<file path="src/rtl/logic_sweep_sequencer_pkg.sv">
// rtl/logic_sweep_sequencer_pkg.sv - shared types, sizes and truth-table helper for the logic sweep sequencer
package sweep_pkg;

    localparam int VEC_W   = 4;
    localparam int NUM_VEC = 16;

    typedef enum logic [1:0] {
        ST_IDLE,
        ST_SETTLE,
        ST_SAMPLE,
        ST_DONE
    } sweep_state_t;

    // Table bit for vector idx; vector 0 lives in the MSB of the table.
    function automatic logic tt_bit(input logic [NUM_VEC-1:0] tbl, input logic [VEC_W-1:0] idx);
        logic [VEC_W-1:0] pos;
        pos = VEC_W'(NUM_VEC - 1) - idx;
        return tbl[pos];
    endfunction

endpackage

</file>
<file path="src/rtl/logic_sweep_sequencer_if.sv">
// rtl/logic_sweep_sequencer_if.sv - control/result bundle between the test controller and the sweep sequencer
interface logic_sweep_sequencer_if;
    import sweep_pkg::*;

    logic               start;
    logic               abort;
    logic               busy;
    logic               done;
    logic               pass;
    logic [NUM_VEC-1:0] observed_table;
    logic [NUM_VEC-1:0] mismatch_mask;
    logic [NUM_VEC-1:0] unstable_mask;

    modport master (
        output start, abort,
        input  busy, done, pass, observed_table, mismatch_mask, unstable_mask
    );

    modport slave (
        input  start, abort,
        output busy, done, pass, observed_table, mismatch_mask, unstable_mask
    );

endinterface

</file>
<file path="src/rtl/logic_sweep_sequencer_sync_2ff.sv">
// rtl/logic_sweep_sequencer_sync_2ff.sv - two-flop synchroniser for the asynchronous design output
module sync_2ff (
    input  logic clk,
    input  logic rst,
    input  logic d_i,
    output logic q_o
);

    logic meta_q;
    logic sync_q;

    // Two back-to-back flops; the first may go metastable, the second resolves it.
    always_ff @(posedge clk or posedge rst) begin
        if (rst) begin
            meta_q <= 1'b0;
            sync_q <= 1'b0;
        end else begin
            meta_q <= d_i;
            sync_q <= meta_q;
        end
    end

    assign q_o = sync_q;

endmodule

</file>
<file path="src/rtl/logic_sweep_sequencer.sv">
// rtl/logic_sweep_sequencer.sv - drives all 16 input vectors into a 4-in/1-out gate design and records its truth table
module logic_sweep_sequencer
    import sweep_pkg::*;
#(
    parameter logic [15:0] TRUTH_TABLE   = 16'h47FD,
    parameter int unsigned SETTLE_CYCLES = 8,
    parameter int unsigned SAMPLES       = 2
) (
    input  logic                    clk,
    input  logic                    rst,
    logic_sweep_sequencer_if.slave  ctrl,
    output logic                    drv_in1,
    output logic                    drv_in2,
    output logic                    drv_in3,
    output logic                    drv_in4,
    input  logic                    dut_out
);

    localparam int CNT_W = $clog2(SETTLE_CYCLES);
    localparam logic [CNT_W-1:0] SETTLE_LOAD = CNT_W'(SETTLE_CYCLES - 1);
    localparam logic [3:0]       SAMPLE_LOAD = 4'(SAMPLES - 1);
    localparam logic [VEC_W-1:0] LAST_VEC    = VEC_W'(NUM_VEC - 1);

    sweep_state_t       state_q,      state_d;
    logic [VEC_W-1:0]   vec_q,        vec_d;
    logic [VEC_W-1:0]   drv_q,        drv_d;
    logic [CNT_W-1:0]   settle_cnt_q, settle_cnt_d;
    logic [3:0]         sample_cnt_q, sample_cnt_d;
    logic               ref_q,        ref_d;
    logic               busy_q,       busy_d;
    logic               done_q,       done_d;
    logic               pass_q,       pass_d;
    logic [NUM_VEC-1:0] observed_q,   observed_d;
    logic [NUM_VEC-1:0] unstable_q,   unstable_d;

    logic               sync_out;
    logic [VEC_W-1:0]   bit_pos;

    sync_2ff u_sync (
        .clk (clk),
        .rst (rst),
        .d_i (dut_out),
        .q_o (sync_out)
    );

    // Result tables are indexed MSB-first by vector number.
    assign bit_pos = LAST_VEC - vec_q;

    // State and datapath registers; reset discards any partial sweep.
    always_ff @(posedge clk or posedge rst) begin
        if (rst) begin
            state_q      <= ST_IDLE;
            vec_q        <= '0;
            drv_q        <= '0;
            settle_cnt_q <= '0;
            sample_cnt_q <= '0;
            ref_q        <= 1'b0;
            busy_q       <= 1'b0;
            done_q       <= 1'b0;
            pass_q       <= 1'b0;
            observed_q   <= '0;
            unstable_q   <= '0;
        end else begin
            state_q      <= state_d;
            vec_q        <= vec_d;
            drv_q        <= drv_d;
            settle_cnt_q <= settle_cnt_d;
            sample_cnt_q <= sample_cnt_d;
            ref_q        <= ref_d;
            busy_q       <= busy_d;
            done_q       <= done_d;
            pass_q       <= pass_d;
            observed_q   <= observed_d;
            unstable_q   <= unstable_d;
        end
    end

    // Next-state logic: settle, take a reference sample, then check it stays put for SAMPLES cycles.
    always_comb begin
        state_d      = state_q;
        vec_d        = vec_q;
        drv_d        = drv_q;
        settle_cnt_d = settle_cnt_q;
        sample_cnt_d = sample_cnt_q;
        ref_d        = ref_q;
        busy_d       = busy_q;
        done_d       = 1'b0;
        pass_d       = pass_q;
        observed_d   = observed_q;
        unstable_d   = unstable_q;

        if (state_q != ST_IDLE && ctrl.abort) begin
            // Partial tables are kept for debug; pass is never raised by an aborted sweep.
            state_d = ST_IDLE;
            drv_d   = '0;
            busy_d  = 1'b0;
        end else begin
            case (state_q)
                ST_IDLE: begin
                    if (ctrl.start) begin
                        state_d      = ST_SETTLE;
                        vec_d        = '0;
                        drv_d        = '0;
                        settle_cnt_d = SETTLE_LOAD;
                        busy_d       = 1'b1;
                        pass_d       = 1'b0;
                        observed_d   = '0;
                        unstable_d   = '0;
                    end
                end

                ST_SETTLE: begin
                    if (settle_cnt_q == '0) begin
                        state_d      = ST_SAMPLE;
                        sample_cnt_d = SAMPLE_LOAD;
                        ref_d        = sync_out;
                    end else begin
                        settle_cnt_d = settle_cnt_q - 1'b1;
                    end
                end

                ST_SAMPLE: begin
                    if (sync_out != ref_q) begin
                        unstable_d[bit_pos] = 1'b1;
                    end
                    if (sample_cnt_q == '0) begin
                        observed_d[bit_pos] = ref_q;
                        if (vec_q == LAST_VEC) begin
                            // Drive regs hold the last vector so the design is left in a known state.
                            state_d = ST_DONE;
                            busy_d  = 1'b0;
                            done_d  = 1'b1;
                            pass_d  = (observed_d == TRUTH_TABLE) && (unstable_d == '0);
                        end else begin
                            state_d      = ST_SETTLE;
                            vec_d        = vec_q + 1'b1;
                            drv_d        = vec_q + 1'b1;
                            settle_cnt_d = SETTLE_LOAD;
                        end
                    end else begin
                        sample_cnt_d = sample_cnt_q - 1'b1;
                    end
                end

                ST_DONE: begin
                    state_d = ST_IDLE;
                end

                default: begin
                    state_d = ST_IDLE;
                end
            endcase
        end
    end

    assign drv_in1 = drv_q[3];
    assign drv_in2 = drv_q[2];
    assign drv_in3 = drv_q[1];
    assign drv_in4 = drv_q[0];

    assign ctrl.busy           = busy_q;
    assign ctrl.done           = done_q;
    assign ctrl.pass           = pass_q;
    assign ctrl.observed_table = observed_q;
    assign ctrl.unstable_mask  = unstable_q;
    assign ctrl.mismatch_mask  = observed_q ^ TRUTH_TABLE;

endmodule
</file>
<file path="src/flat_wrapper.sv">
// flat-port wrapper written by rule: the top's interface ports become plain ports
module logic_sweep_sequencer_flat import sweep_pkg::*;
#(
    parameter logic [15:0] TRUTH_TABLE   = 16'h47FD,
    parameter int unsigned SETTLE_CYCLES = 8,
    parameter int unsigned SAMPLES       = 2
)
  (clk, rst, drv_in1, drv_in2, drv_in3, drv_in4, dut_out, ctrl_start, ctrl_abort, ctrl_busy, ctrl_done, ctrl_pass, ctrl_observed_table, ctrl_mismatch_mask, ctrl_unstable_mask);
  logic_sweep_sequencer_if ctrl_i ();
  input  logic clk;
  input  logic rst;
  output logic drv_in1;
  output logic drv_in2;
  output logic drv_in3;
  output logic drv_in4;
  input  logic dut_out;
  input wire logic [$bits(ctrl_i.start)-1:0] ctrl_start;
  input wire logic [$bits(ctrl_i.abort)-1:0] ctrl_abort;
  output wire logic [$bits(ctrl_i.busy)-1:0] ctrl_busy;
  output wire logic [$bits(ctrl_i.done)-1:0] ctrl_done;
  output wire logic [$bits(ctrl_i.pass)-1:0] ctrl_pass;
  output wire logic [$bits(ctrl_i.observed_table)-1:0] ctrl_observed_table;
  output wire logic [$bits(ctrl_i.mismatch_mask)-1:0] ctrl_mismatch_mask;
  output wire logic [$bits(ctrl_i.unstable_mask)-1:0] ctrl_unstable_mask;
  assign ctrl_i.start = ctrl_start;
  assign ctrl_i.abort = ctrl_abort;
  assign ctrl_busy = ctrl_i.busy;
  assign ctrl_done = ctrl_i.done;
  assign ctrl_pass = ctrl_i.pass;
  assign ctrl_observed_table = ctrl_i.observed_table;
  assign ctrl_mismatch_mask = ctrl_i.mismatch_mask;
  assign ctrl_unstable_mask = ctrl_i.unstable_mask;
  logic_sweep_sequencer #(.TRUTH_TABLE(TRUTH_TABLE), .SETTLE_CYCLES(SETTLE_CYCLES), .SAMPLES(SAMPLES)) u_core (.clk(clk), .rst(rst), .ctrl(ctrl_i), .drv_in1(drv_in1), .drv_in2(drv_in2), .drv_in3(drv_in3), .drv_in4(drv_in4), .dut_out(dut_out));
endmodule
</file>
<file path="config.mk">
export PLATFORM = sky130hd
export DESIGN_NAME = logic_sweep_sequencer_flat
export DESIGN_NICKNAME = d
export VERILOG_FILES = /design/src/rtl/logic_sweep_sequencer_pkg.sv /design/src/rtl/logic_sweep_sequencer_if.sv /design/src/rtl/logic_sweep_sequencer_sync_2ff.sv /design/src/rtl/logic_sweep_sequencer.sv /design/src/flat_wrapper.sv
export SDC_FILE = /design/constraint.sdc
export NUM_CORES = 1
export LEC_CHECK = 0
export BUFFER_PORTS_ARGS = -buffer_cell sky130_fd_sc_hd__clkbuf_2
export CELL_PAD_IN_SITES_DETAIL_PLACEMENT = 1
export CELL_PAD_IN_SITES_GLOBAL_PLACEMENT = 1
export CORE_UTILIZATION = 45
export DETAILED_ROUTE_END_ITERATION = 10
export PLACE_DENSITY = 0.93
export SLEW_MARGIN = 20
export SYNTH_ARGS = -nofsm -noshare
export SYNTH_HDL_FRONTEND = slang
export SYNTH_SLANG_ARGS = --single-unit
</file>
<file path="constraint.sdc">
create_clock -name clk -period 3.2 [get_ports clk]
set_input_delay 0.64 -clock clk [delete_from_list [all_inputs] [get_ports clk]]
set_output_delay 0.64 -clock clk [all_outputs]
set_load 0.01 [all_outputs]
</file>
After elaboration in Yosys (flattened, before gate mapping)
Index checks and enable logic that the tools add are counted.

operators by class
  add/sub/neg operators = 4
  reduce and logical (&&, ||, !) cells = 22
  equal/unequal tests = 18
  div/mod/pow operators = 0
  bitwise gates (word level) = 3
  multiply operators = 0
  shift operators = 0
  magnitude comparators = 2
  muxes and demuxes = 42

operator list
  operator                                                                 number
  16-bit 2-to-1 mux                                                        5
  16-bit one-hot mux with 2 select lines                                   2
  4-bit 2-to-1 mux                                                         6
  16-bit bitwise mux                                                       1
  16-bit by 15-bit equality test with 1-bit output, second input constant  1
  16-bit zero test                                                         1
  16-bit bitwise OR                                                        1
  4-bit one-hot mux with 2 select lines                                    2
  4-bit AND reduction                                                      4
  1-bit 2-to-1 mux                                                         12
  3-bit 2-to-1 mux                                                         4
  11-bit NOT                                                               1
  2-bit 2-to-1 mux                                                         5
  5-bit AND reduction                                                      2
  3-bit by 1-bit != test with 1-bit output, second input constant          3
  3-bit one-hot mux with 3 select lines                                    1
  3-bit AND reduction                                                      3
  2-bit != test, second input constant                                     4
  2-bit one-hot mux with 4 select lines                                    1
  2-bit by 1-bit != test with 1-bit output, second input constant          3
  3-bit by 2-bit != test with 1-bit output, second input constant          2
  6-bit AND reduction                                                      1
  2-bit nonzero test                                                       3
  3-bit nonzero test                                                       2
  17 further kinds                                                         21

storage, ports and cells
  logic and storage cells = 104
  bits in latches = 0
  memories kept = 0
  bits in registers = 55
  output and inout port bits = 55
  RAM bits = 0
  input bits = 5
  bits in read-only memories = 0

Depth between registers and ports, before layout
Gate-level depths: netlist of the first run.

  word-level depth = 14
  depth in mapped cells = 9
  gate-level depth less buffers = 8

By module
A second synthesis of the first run with hierarchy kept.

unflattened totals
  cells, all modules = 342
  area, all modules = 3031.7 µm²

by module, submodules not included
  module                 times used  cells each  area an instance (µm²)  sequential area each (µm²)
  logic_sweep_sequencer  1           339         2977.9                  1326.3
  sync_2ff               1           3           53.8                    50.0

Worst setup path before layout of the first run
OpenSTA, ideal clock, no wires.

  path kind = reg-to-reg
  start point = register u_core.sample_cnt_q[0]
  end point = register u_core.vec_q[0]
  data required time = 3075 ps
  setup slack = 1340 ps
  buffers on the path = 0
  arrival = 1735 ps
  setup time = 125 ps
  stages on the path, launching flop included = 8
  cells stage by stage = dfrtp_1 > inv_1 > ha_1 > or3b_4 > a21oi_4 > o211a_4 > nand2_4 > mux2_4

on the way
  cells in the longest elaborated chain, start to end = 3

ends and longest elaborated chain
  what                                                RTL line                      RTL
  start, declared                                     logic_sweep_sequencer.sv:28   logic [3:0] sample_cnt_q, sample_cnt_d;
  start signal, assigned                              logic_sweep_sequencer.sv:68   sample_cnt_q <= sample_cnt_d;
  4-bit zero test                                     logic_sweep_sequencer.sv:126  if (sample_cnt_q == '0) begin
  2-bit by 1-bit != test with 1-bit output (no line)  --
  5-bit AND reduction (no line)                       --
  end signal, assigned                                logic_sweep_sequencer.sv:65   vec_q <= vec_d;
  end, declared                                       logic_sweep_sequencer.sv:25   logic [VEC_W-1:0] vec_q, vec_d;

Every way passes these cells.
A chain may end at the register's enable or synchronous reset.

Worst setup path after layout of the first run
  start point = register u_core.state_q[0]
  end point = register u_core.observed_q[9] (netlist: u_core.ctrl.observed_table[9])

on the way
  cells in the longest elaborated chain, start to end = 4
  elaborated cells between the ends (all ways) = 10
  classes of those cells = eq/ne (3); mux (1); bitwise (1); reduce/logical (5)

ends and longest elaborated chain
  what                                                         RTL line                     RTL
  start, declared                                              logic_sweep_sequencer.sv:24  sweep_state_t state_q, state_d;
  start signal, assigned                                       logic_sweep_sequencer.sv:64  state_q <= state_d;
  branches (longest 4 deep; another with 4-bit AND reduction)  --
  end signal, assigned                                         logic_sweep_sequencer.sv:73  observed_q <= observed_d;
  end, declared                                                logic_sweep_sequencer.sv:33  logic [NUM_VEC-1:0] observed_q, observed_d;

Parallel ways; which one is timed is not known.

==> results of run 1 <==
==> power by group through the flow <==
stage | Sequential (mW) | Combinational, mW | Clock (mW)
detailed placement | 0.860 | 0.921 | 0
global placement | 0.851 | 0.873 | 0
global route | 0.860 | 1.03 | 0.446
floorplan | 0.848 | 0.659 | 0
CTS | 0.847 | 0.931 | 0.426
finish | 0.850 | 0.944 | 0.424
==> worst max-delay path, stage by stage (launching register included) <==
cell and delay [ns]:
dfrtp_1 0.44, inv_1 0.12, ha_1 0.30, and2_1 0.22, a21oi_1 0.29, inv_1 0.14
nand2_1 0.47, o21ai_0 0.22, o21ai_0 0.13
==> registers in the layout, indices dropped and copies added, names as in the netlist <==
| name | count |
|---|---|
| u_core.ctrl.observed_table | 16 |
| u_core.ctrl.unstable_mask | 16 |
| u_core.drv_q | 4 |
| u_core.sample_cnt_q | 4 |
| u_core.vec_q | 4 |
| u_core.settle_cnt_q | 3 |
| u_core.state_q | 2 |
| u_core.ctrl.busy | 1 |
| u_core.ctrl.done | 1 |
| u_core.ctrl.pass | 1 |
| u_core.ref_q | 1 |
| u_core.u_sync.meta_q | 1 |
| u_core.u_sync.q_o | 1 |
==> per-stage QoR <==
step	std cells	setup WS, ns
6_report	524	0.7796
2_1_floorplan	379	1.217
3_5_place_dp	516	0.9476
3_3_place_gp	516	1.052
4_1_cts	524	0.8316
5_1_grt	524	0.5507
==> area by class of cell <==
| class | count | area share (%) |
|---|---|---|
| well taps | 96 | 3.284 |
| clock buffers | 5 | 1.882 |
| flip-flops and latches | 55 | 37.63 |
| repair buffers | 71 | 10.54 |
| multi-input cells | 268 | 43.24 |
| clock inverters | 3 | 0.7527 |
| inverters | 26 | 2.668 |
==> routing by layer <==
| metal | part of all wire, % | wire length [um] |
|---|---|---|
| met5 | 0 | 0 |
| met4 | 1.4 | 136 |
| met3 | 5.5 | 539 |
| met2 | 50 | 4922 |
| met1 | 43 | 4269 |
==> Yosys cell counts (2+ instances only) <==
cell type,instances
a211oi_1,3
nand3b_1,3
clkbuf_1,14
xnor2_1,2
nor2b_1,11
a21oi_1,34
nor3_1,4
o22ai_1,5
a31oi_1,19
and2_1,4
mux2i_1,3
o21ai_0,47
buf_2,9
o31ai_1,4
dfrtp_1,55
nand3_1,10
o211ai_1,3
buf_4,6
nand4b_1,2
ha_1,13
nand4_1,6
nor4_1,3
nand2_1,38
nand2b_1,3
nor2_1,30
inv_1,26
==> kinds of logic (layout without fill, tap and decap cells) <==
family	count (synthesis)	after routing	synth area share, %
mux	4	4	1.407
fa+ha+maj	13	13	5.080
simple gates	123	123	19.15
compound gates	125	125	22.94
flops	55	55	42.99
xor+xnor	3	3	0.8208
buf+inv	56	105	7.620
==> path summary, 6_finish.rpt <==
path / startpoint / to / slack, ns / cells after the start
min in group clk: u_core.u_sync.meta_q$_DFF_PP0_ / u_core.u_sync.q_o$_DFF_PP0_ / 0.36 / 0
min: rst / u_core.ctrl.unstable_mask[11]$_DFFE_PP0P_ / 0.35 / 2
max: u_core.state_q[0]$_DFFE_PP0P_ / u_core.ctrl.observed_table[9]$_DFFE_PP0P_ / 0.78 / 8
max in group asynchronous: rst / u_core.ctrl.observed_table[7]$_DFFE_PP0P_ / 2.18 / 3
min reg2reg: u_core.u_sync.meta_q$_DFF_PP0_ / u_core.u_sync.q_o$_DFF_PP0_ / 0.36 / 0
max reg2reg: u_core.state_q[0]$_DFFE_PP0P_ / u_core.ctrl.observed_table[9]$_DFFE_PP0P_ / 0.78 / 8
==> run_results.csv, run 1 <==
group,metric,value,unit
run_status,status,"complete, no violations",
grt,antenna_found_initial,0,
detailed_routing,wl_per_cell,18.83,um
floorplanning,rows,30,
power_and_ir_drop,seq_power_share,38.3,%
power_and_ir_drop,p_switching,974.0,uW
clock_tree,postCtsHoldBufs,0,
yosys,synth_ff_type,"dfrtp_1",
cells_and_area,fin_nets,445,
yosys,synthTopCellsByArea,"dfrtp_1 43%, o21ai_0 7.3%, a21oi_1 5.3%, ha_1 5.1%, nand2_1 4.5%",
yosys,ys_async_sr_fraction,100.0,%
cells_and_area,area_growth_syn_to_layout,14.22,%
power_and_ir_drop,p_comb_share,42.6,%
sta,period_share,75.64,%
floorplanning,core_area,6832,um2
detailed_routing,firstDrtPassIters,4,
detailed_routing,totalWireLength,9868,um
floorplanning,die_y,86.35,um
power_and_ir_drop,swShare,43.92,%
yosys,synthCells,379,
grt,use_met3,4.476,%
placed_design,placed_area,3561,um2
clock_tree,cts.clk_slew.worst_paths,0.11,ns
floorplanning,die_w,86.35,um
placed_design,port_buffers,59,
run,maxCapViolCount,0,
power_and_ir_drop,peakVddDrop,267.5,uV
sta,hold_viol,0,
clock_tree,cts-resized-gates,0,
worst_setup_path,path_max_fanout,18,
detailed_routing,ant_nets,0,
grt,grt_pass1_wl,15750,um
clock_tree,htree_levels,2,
cells_and_area,fillers,862,
clock_tree,cts-root-buf,"clkbuf_8",
cells_and_area,layout-drive-gt1-share,20.79,%
grt,grt_busiest_layer,"met2",
cells_and_area,layout_common_cells,"59 x clkbuf_2, 55 x dfrtp_1, 47 x o21ai_0",
cells_and_area,register_area,1376,um2
sta,clock.fmax,0.4132,GHz
grt,gr-usage-met1,35.82,%
yosys,syn-cell-area,3202,um2
power_and_ir_drop,p_leak,1.714,nW
worst_setup_path,start_kind,"register",
power_and_ir_drop,clkPwrFrac,19.1,%
yosys,synth-edff-count,0,
floorplanning,start_util,46.87,%
min_path,hold_class,"input port to async pin",
placed_design,dp_hpwl,6952,um
sta,fin_crit,2.420,ns
cells_and_area,finish.utilization,53.53,%
grt,grt_pass1_vias,3138,
cells_and_area,antenna_cells,0,
floorplanning,ios,60,
clock_tree,insertion_delay,0.33,ns
worst_setup_path,cp.arrival,2.67,ns
sta,setup_viol,0,
placed_design,gp_congestion,0.8463,
clock_tree,cts_made_buffers,5,
grt,track_usage,27.65,%
clock_tree,cts.sinks,55,
sta,rsz0062_at_grt,"no",
detailed_routing,drt_iter0_markers,202,
detailed_routing,vias,3052,
clock_tree,cts_setup_buffers,0,
grt,gr-total-overflow,0,
power_and_ir_drop,intPower,1.244,mW
yosys,yosysSeqAreaShare,42.99,%
worst_setup_path,end_kind,"register",
worst_setup_path,required,3.45,ns
cells_and_area,finalInstanceArea,3657,um2
clock_tree,cts_tree,"yes",
detailed_routing,viasPerCell,5.824,
detailed_routing,drc_errors,0,
power_and_ir_drop,p_per_area,606.4,nW/um2
floorplanning,die-area,7456,um2
worst_setup_path,crit_type,"register to register",
yosys,yosys.area.top_type,"dfrtp_1",
yosys,syn_avg_cell_area,8.448,um2
yosys,synth_top_cell_area_share,42.99,%
sta,maxSlewViolCount,0,
clock_tree,clockBufferDepth,2,
sta,relSlewSlack,43.44,%
cells_and_area,multi_input_area,1582,um2
yosys,syn-num-nets,397,
yosys,yosysUniqueCellTypes,48,
cells_and_area,final_common_cell,"clkbuf_2",
grt,grt_start_max_net_pins,29,
sta,hold_ws,0.3539,ns
yosys,synth_seq_cells,55,
sta,worst_pin_slew,0.8483,ns
grt,met2_usage,47.47,%
power_and_ir_drop,p_total,2.218,mW
yosys,ys_warn_count,0,
sta,fin_skew,0.01264,ns
sta,fin_setup_tns,0,ns
Power figures use the tool's default switching activity.
==> run 2: changes to the inputs <==
--- a/config.mk
+++ b/config.mk
@@ -8,9 +8,9 @@
 export BUFFER_PORTS_ARGS = -buffer_cell sky130_fd_sc_hd__clkbuf_2
 export CELL_PAD_IN_SITES_DETAIL_PLACEMENT = 1
 export CELL_PAD_IN_SITES_GLOBAL_PLACEMENT = 1
-export CORE_UTILIZATION = 45
+export CORE_UTILIZATION = 37
 export DETAILED_ROUTE_END_ITERATION = 10
-export PLACE_DENSITY = 0.93
+export PLACE_DENSITY = 0.82
 export SLEW_MARGIN = 20
 export SYNTH_ARGS = -nofsm -noshare
 export SYNTH_HDL_FRONTEND = slang
==> constraint.sdc (replaced) <==
create_clock -name clk -period 1.99 [get_ports clk]
set_input_delay 0.398 -clock clk [delete_from_list [all_inputs] [get_ports clk]]
set_output_delay 0.398 -clock clk [all_outputs]
set_load 0.01 [all_outputs]
==> run 2 against run 1 <==
Clock power grew 64%. Routed wire length is 7.9% higher. Die area grew 21%. Clock skew grew 0.0076 ns. Power up 83%. Highest routed layer unchanged.
==> run_results.csv, run 2 (same netlist as run 1, synthesis figures left out) <==
group,metric,value,unit
run_status,status,"complete, no violations",
sta,period_share,97.72,%
grt,gr-total-overflow,0,
worst_setup_path,start_kind,"register",
worst_setup_path,crit_start,"u_core.sample_cnt_q[1]$_DFFE_PP0P_",
floorplanning,die_y,95.03,um
detailed_routing,viasPerCell,5.639,
grt,antenna_found_initial,0,
placed_design,gp_congestion,0.8573,
grt,grt_pass1_wl,16780,um
worst_setup_path,cp.arrival,2.16,ns
worst_setup_path,path_max_fanout,4,
power_and_ir_drop,p_per_area,1010,nW/um2
power_and_ir_drop,p_comb_share,49.3,%
cells_and_area,fillers,1003,
floorplanning,die-area,9030,um2
detailed_routing,totalWireLength,10650,um
sta,hold_ws,0.07959,ns
worst_setup_path,rrSetupSlack,0.05,ns
cells_and_area,antenna_cells,0,
cells_and_area,layout-drive-gt1-share,30.87,%
worst_setup_path,rr_endpoint,"u_core.state_q[1]$_DFFE_PP0P_",
detailed_routing,ant_nets,0,
clock_tree,cts_tree,"yes",
grt,grt_pass1_vias,3349,
cells_and_area,multi_input_area,1664,um2
power_and_ir_drop,p_switching,1.712,mW
power_and_ir_drop,swShare,42.14,%
cells_and_area,fin_nets,477,
placed_design,port_buffers,59,
cells_and_area,layout_common_cells,"59 x clkbuf_2, 53 x dfrtp_1, 43 x o21ai_0",
power_and_ir_drop,p_total,4.063,mW
clock_tree,postCtsHoldBufs,0,
placed_design,dp_hpwl,7385,um
worst_setup_path,reg2reg_from,"u_core.sample_cnt_q[1]$_DFFE_PP0P_",
power_and_ir_drop,p_leak,1.892,nW
detailed_routing,wl_per_cell,18.85,um
sta,relSlewSlack,71.53,%
cells_and_area,area_growth_syn_to_layout,25.67,%
sta,fin_skew,0.02021,ns
power_and_ir_drop,seq_power_share,33.6,%
worst_setup_path,r2r_cells,7,
min_path,hold_class,"input port to async pin",
power_and_ir_drop,intPower,2.351,mW
floorplanning,start_util,38.58,%
floorplanning,die_w,95.03,um
worst_setup_path,crit_type,"register to register",
sta,maxSlewViolCount,0,
clock_tree,insertion_delay,0.33,ns
detailed_routing,drt_iter0_markers,236,
floorplanning,rows,33,
sta,hold_viol,0,
sta,worst_pin_slew,0.4254,ns
sta,fin_crit,1.945,ns
detailed_routing,drc_errors,0,
sta,clock.fmax,0.5143,GHz
detailed_routing,firstDrtPassIters,4,
worst_setup_path,required,2.20,ns
sta,fin_setup_tns,0,ns
cells_and_area,final_common_cell,"clkbuf_2",
clock_tree,clockBufferDepth,2,
clock_tree,htree_levels,2,
grt,grt_start_max_net_pins,56,
cells_and_area,register_area,1379,um2
grt,track_usage,24.23,%
floorplanning,core_area,8299,um2
cells_and_area,finish.utilization,48.48,%
clock_tree,cts.sinks,55,
clock_tree,cts.clk_slew.worst_paths,0.12,ns
clock_tree,cts-root-buf,"clkbuf_8",
run,maxCapViolCount,0,
worst_setup_path,end_kind,"register",
power_and_ir_drop,peakVddDrop,362.4,uV
power_and_ir_drop,clkPwrFrac,17.1,%
sta,setup_viol,0,
detailed_routing,vias,3186,
floorplanning,ios,60,
clock_tree,cts_made_buffers,5,
[run 2: cell count changes in the layout (fill, tap and decap cells not counted), sizes merged]
cell	before	now
inv	28	29
buf	12	44
clkinvlp	1	0
[run 2: layout make-up]
type	count	area share, %
Tap cell	105	3.265
Clock inverter	3	0.7152
Clock buffer	5	1.710
Timing Repair Buffer	103	16.26
Sequential cell	55	34.27
Inverter	26	2.425
Multi-Input combinational cell	268	41.36
[run 2: per-layer routing]
layer  up-vias  global-route usage [%]  wire, um
met5         -                       0         0
met4         0                   9.596       216
met3        21                   3.668       434
met2        91                   41.55      5497
met1      1592                   30.52      4499
li1       1482                       -         -
[run 2: worst max path at each step]
stage,to,slack (ns),depth (start not counted)
after global placement,u_core.ctrl.pass$_DFFE_PP0P_,-0.06,7
after detailed placement,u_core.sample_cnt_q[3]$_DFFE_PP0P_,-0.08,8
final,u_core.state_q[1]$_DFFE_PP0P_,0.05,7
after floorplan,u_core.vec_q[0]$_DFFE_PP0P_,0.13,7
after CTS,u_core.sample_cnt_q[3]$_DFFE_PP0P_,0.006,8
after global routing,u_core.ctrl.pass$_DFFE_PP0P_,-0.05,8
[run 2: timing repair]
action,4_1_cts,5_1_grt
hold endpoints to repair,0,0
pin swaps,1,2
setup buffers,1,8
setup endpoints to repair,4,28
gates resized for setup,6,26
[run 2: metrics by stage]
stage               setup slack, ns  instances  area, um2
floorplan                    0.1304        379       3202
global placement           -0.05939        548       3770
detailed placement         -0.08198        548       3770
CTS                        0.005558        557       3882
global route               -0.05313        565       4024
finish                      0.04542        565       4024
[run 2: power by group through the flow]
stage	sequential (mW)	combinational, mW	clock [mW]
after floorplan	1.36	1.06	0
after global placement	1.37	1.62	0
after detailed placement	1.37	1.71	0
after CTS	1.36	1.75	0.717
after global routing	1.38	2.18	0.756
final	1.37	2.00	0.695
[run 2: critical path: stages, from the launching register on]
cell	delay (ns)
dfrtp_1	0.42
inv_2	0.07
ha_1	0.14
or3b_4	0.39
a21oi_4	0.18
and2_1	0.22
a21oi_1	0.10
a311oi_1	0.30
==> run 3: changes to the inputs <==
--- a/config.mk
+++ b/config.mk
@@ -5,12 +5,13 @@
 export SDC_FILE = /design/constraint.sdc
 export NUM_CORES = 1
 export LEC_CHECK = 0
+export ABC_AREA = 1
 export BUFFER_PORTS_ARGS = -buffer_cell sky130_fd_sc_hd__clkbuf_2
 export CELL_PAD_IN_SITES_DETAIL_PLACEMENT = 1
 export CELL_PAD_IN_SITES_GLOBAL_PLACEMENT = 1
-export CORE_UTILIZATION = 37
+export CORE_UTILIZATION = 36
 export DETAILED_ROUTE_END_ITERATION = 10
-export PLACE_DENSITY = 0.82
+export PLACE_DENSITY = 0.83
 export SLEW_MARGIN = 20
 export SYNTH_ARGS = -nofsm -noshare
 export SYNTH_HDL_FRONTEND = slang
==> run 3 against run 2 <==
Clock power increased by 29%. Combinational power decreased by 18%. Non-clock buffer count decreased by 31. Sequential share of layout area increased by 2.4 points. Largest power group unchanged.
==> run_results.csv, run 3 <==
group,metric,value,unit
clock_tree,htree_levels,2,
placed_design,dp_hpwl,7003,um
power_and_ir_drop,p_leak,2.037,nW
worst_setup_path,crit_start,"u_core.vec_q[0]$_DFFE_PP0P_",
yosys,synth_most_common_cell,"nand2_1",
cells_and_area,area_growth_syn_to_layout,19.62,%
grt,grt_pass1_wl,15320,um
cells_and_area,final_common_cell,"nand2_1",
clock_tree,cts_tree,"yes",
power_and_ir_drop,seq_power_share,34.8,%
run_status,status,"complete, no violations",
detailed_routing,totalWireLength,9251,um
yosys,synth_seq_cells,55,
sta,relSlewSlack,61.05,%
placed_design,port_buffers,59,
sta,maxSlewViolCount,0,
floorplanning,die_w,95.46,um
clock_tree,cts-root-buf,"clkbuf_8",
grt,grt_start_max_net_pins,33,
cells_and_area,layout_common_cells,"107 x nand2_1, 78 x inv_1, 59 x clkbuf_2",
detailed_routing,firstDrtPassIters,4,
sta,fin_setup_tns,0,ns
grt,grt_pass1_vias,3154,
sta,hold_viol,0,
yosys,synth_ff_type,"dfrtp_1",
sta,clock.fmax,0.5260,GHz
power_and_ir_drop,p_per_area,1036,nW/um2
grt,track_usage,21.90,%
sta,fin_skew,0.01519,ns
run,maxCapViolCount,0,
sta,worst_pin_slew,0.5834,ns
yosys,yosysSeqAreaShare,43.77,%
sta,setup_viol,0,
yosys,syn-cell-area,3144,um2
clock_tree,clockBufferDepth,2,
yosys,synthTopCellsByArea,"dfrtp_1 44%, nand2_1 13%, inv_1 9.7%, o21ai_0 7.8%, ha_1 5.2%",
clock_tree,insertion_delay,0.33,ns
yosys,yosys.area.top_type,"dfrtp_1",
detailed_routing,drc_errors,0,
clock_tree,cts_made_buffers,5,
floorplanning,die-area,9112,um2
yosys,syn_avg_cell_area,7.381,um2
yosys,synthCells,426,
yosys,synthTopCellsByCount,"108 x nand2_1, 81 x inv_1, 55 x dfrtp_1",
placed_design,gp_congestion,0.8844,
cells_and_area,layout-drive-gt1-share,19.88,%
worst_setup_path,end_kind,"register",
yosys,ys_warn_count,0,
yosys,synth_top_cell_area_share,43.77,%
yosys,ys_async_sr_fraction,100.0,%
power_and_ir_drop,swShare,41.18,%
power_and_ir_drop,clkPwrFrac,23.0,%
cells_and_area,antenna_cells,0,
power_and_ir_drop,peakVddDrop,614.6,uV
grt,gr-total-overflow,0,
cells_and_area,fin_nets,505,
floorplanning,core_area,8341,um2
worst_setup_path,cp.arrival,2.13,ns
detailed_routing,drt_iter0_markers,195,
floorplanning,die_y,95.46,um
worst_setup_path,reg2reg_from,"u_core.vec_q[0]$_DFFE_PP0P_",
min_path,hold_class,"input port to async pin",
detailed_routing,ant_nets,0,
power_and_ir_drop,p_switching,1.605,mW
sta,hold_ws,0.1050,ns
detailed_routing,vias,2997,
floorplanning,rows,33,
clock_tree,cts.sinks,55,
worst_setup_path,required,2.22,ns
worst_setup_path,start_kind,"register",
worst_setup_path,crit_type,"register to register",
yosys,synth-edff-count,0,
grt,antenna_found_initial,0,
yosys,yosysUniqueCellTypes,25,
worst_setup_path,path_max_fanout,5,
sta,period_share,95.53,%
clock_tree,cts.clk_slew.worst_paths,0.11,ns
yosys,syn-num-nets,444,
detailed_routing,wl_per_cell,15.60,um
sta,fin_crit,1.901,ns
power_and_ir_drop,p_comb_share,42.2,%
floorplanning,start_util,37.70,%
floorplanning,ios,60,
detailed_routing,viasPerCell,5.054,
power_and_ir_drop,p_total,3.897,mW
power_and_ir_drop,intPower,2.292,mW
==> run 3: cell count changes in the layout (fill, tap and decap cells not counted), sizes merged, moves of 19 or more <==
cell	before	now
nand2	39	108
inv	29	81
a21oi	35	3
buf	44	13
nand3	10	31
a31oi	19	0
==> run 3: cell type report <==
class,count,area (um2)
Clock buffer,5,68.82
Tap cell,105,131.4
Clock inverter,3,67.56
Fill cell,1073,4579
Timing Repair Buffer,72,417.9
Inverter,81,304.0
Sequential cell,55,1378
Multi-Input combinational cell,272,1394
==> run 3: path summary, 6_finish.rpt <==
path / endpoint / slack (ns) / cells past startpoint
setup / recovery: u_core.drv_q[3]$_DFFE_PP0P_ / 0.09 / 8
setup reg to reg: u_core.drv_q[3]$_DFFE_PP0P_ / 0.09 / 8
hold / removal: u_core.ctrl.unstable_mask[15]$_DFFE_PP0P_ / 0.11 / 2
min in group clk: u_core.u_sync.meta_q$_DFF_PP0_ / 0.18 / 1
hold reg to reg: u_core.u_sync.q_o$_DFF_PP0_ / 0.36 / 0
max in group asynchronous: u_core.settle_cnt_q[2]$_DFFE_PP0P_ / 1.29 / 3
==> run 3: through the flow <==
step	utilization [%]	worst slack [ns]	cell area (um2)	std cells
after floorplan	-	0.2491	3144	426
after global placement	42.96	0.04069	3583	585
after detailed placement	42.96	0.009134	3583	585
after CTS	44.63	0.03190	3722	593
after global routing	45.09	-0.02549	3761	593
final	45.09	0.08888	3761	593
==> run 3: power by group through the flow <==
stage	sequential [mW]	combinational (mW)	clock [mW]
after detailed placement	1.37	1.56	0
after CTS	1.35	1.57	0.917
after floorplan	1.36	1.02	0
after global routing	1.37	1.85	0.952
final	1.35	1.65	0.896
after global placement	1.36	1.50	0
==> run 3: what timing repair did <==
item	in CTS	in global routing
pin swaps	0	0
hold buffers	0	0
setup endpoints to repair	1	40
setup buffers	0	0
resized for setup	1	16
==> run 3: per-layer routing <==
metal / GRT usage [%] / routed length (um)
met5: 0 / 0
met4: 7.214 / 199
met3: 3.110 / 409
met2: 39.64 / 4747
met1: 26.50 / 3894
==> run 3: critical path, stage by stage (launching register included) <==
cell	delay (ns)
dfrtp_1	0.50
ha_2	0.30
inv_1	0.07
nor2_1	0.21
nand2_1	0.11
inv_1	0.16
o21ai_0	0.11
buf_4	0.15
o21ai_0	0.20
==> run 3: cells by family after synthesis <==
family	after synthesis	share of synthesized area, %
AND/OR/NAND/NOR	189	25.03
buffers and inverters	99	13.17
AO/OA/AOI/OAI	68	12.30
flip-flops	55	43.77
adder cells (fa/ha/maj)	13	5.173
XOR/XNOR	2	0.5572
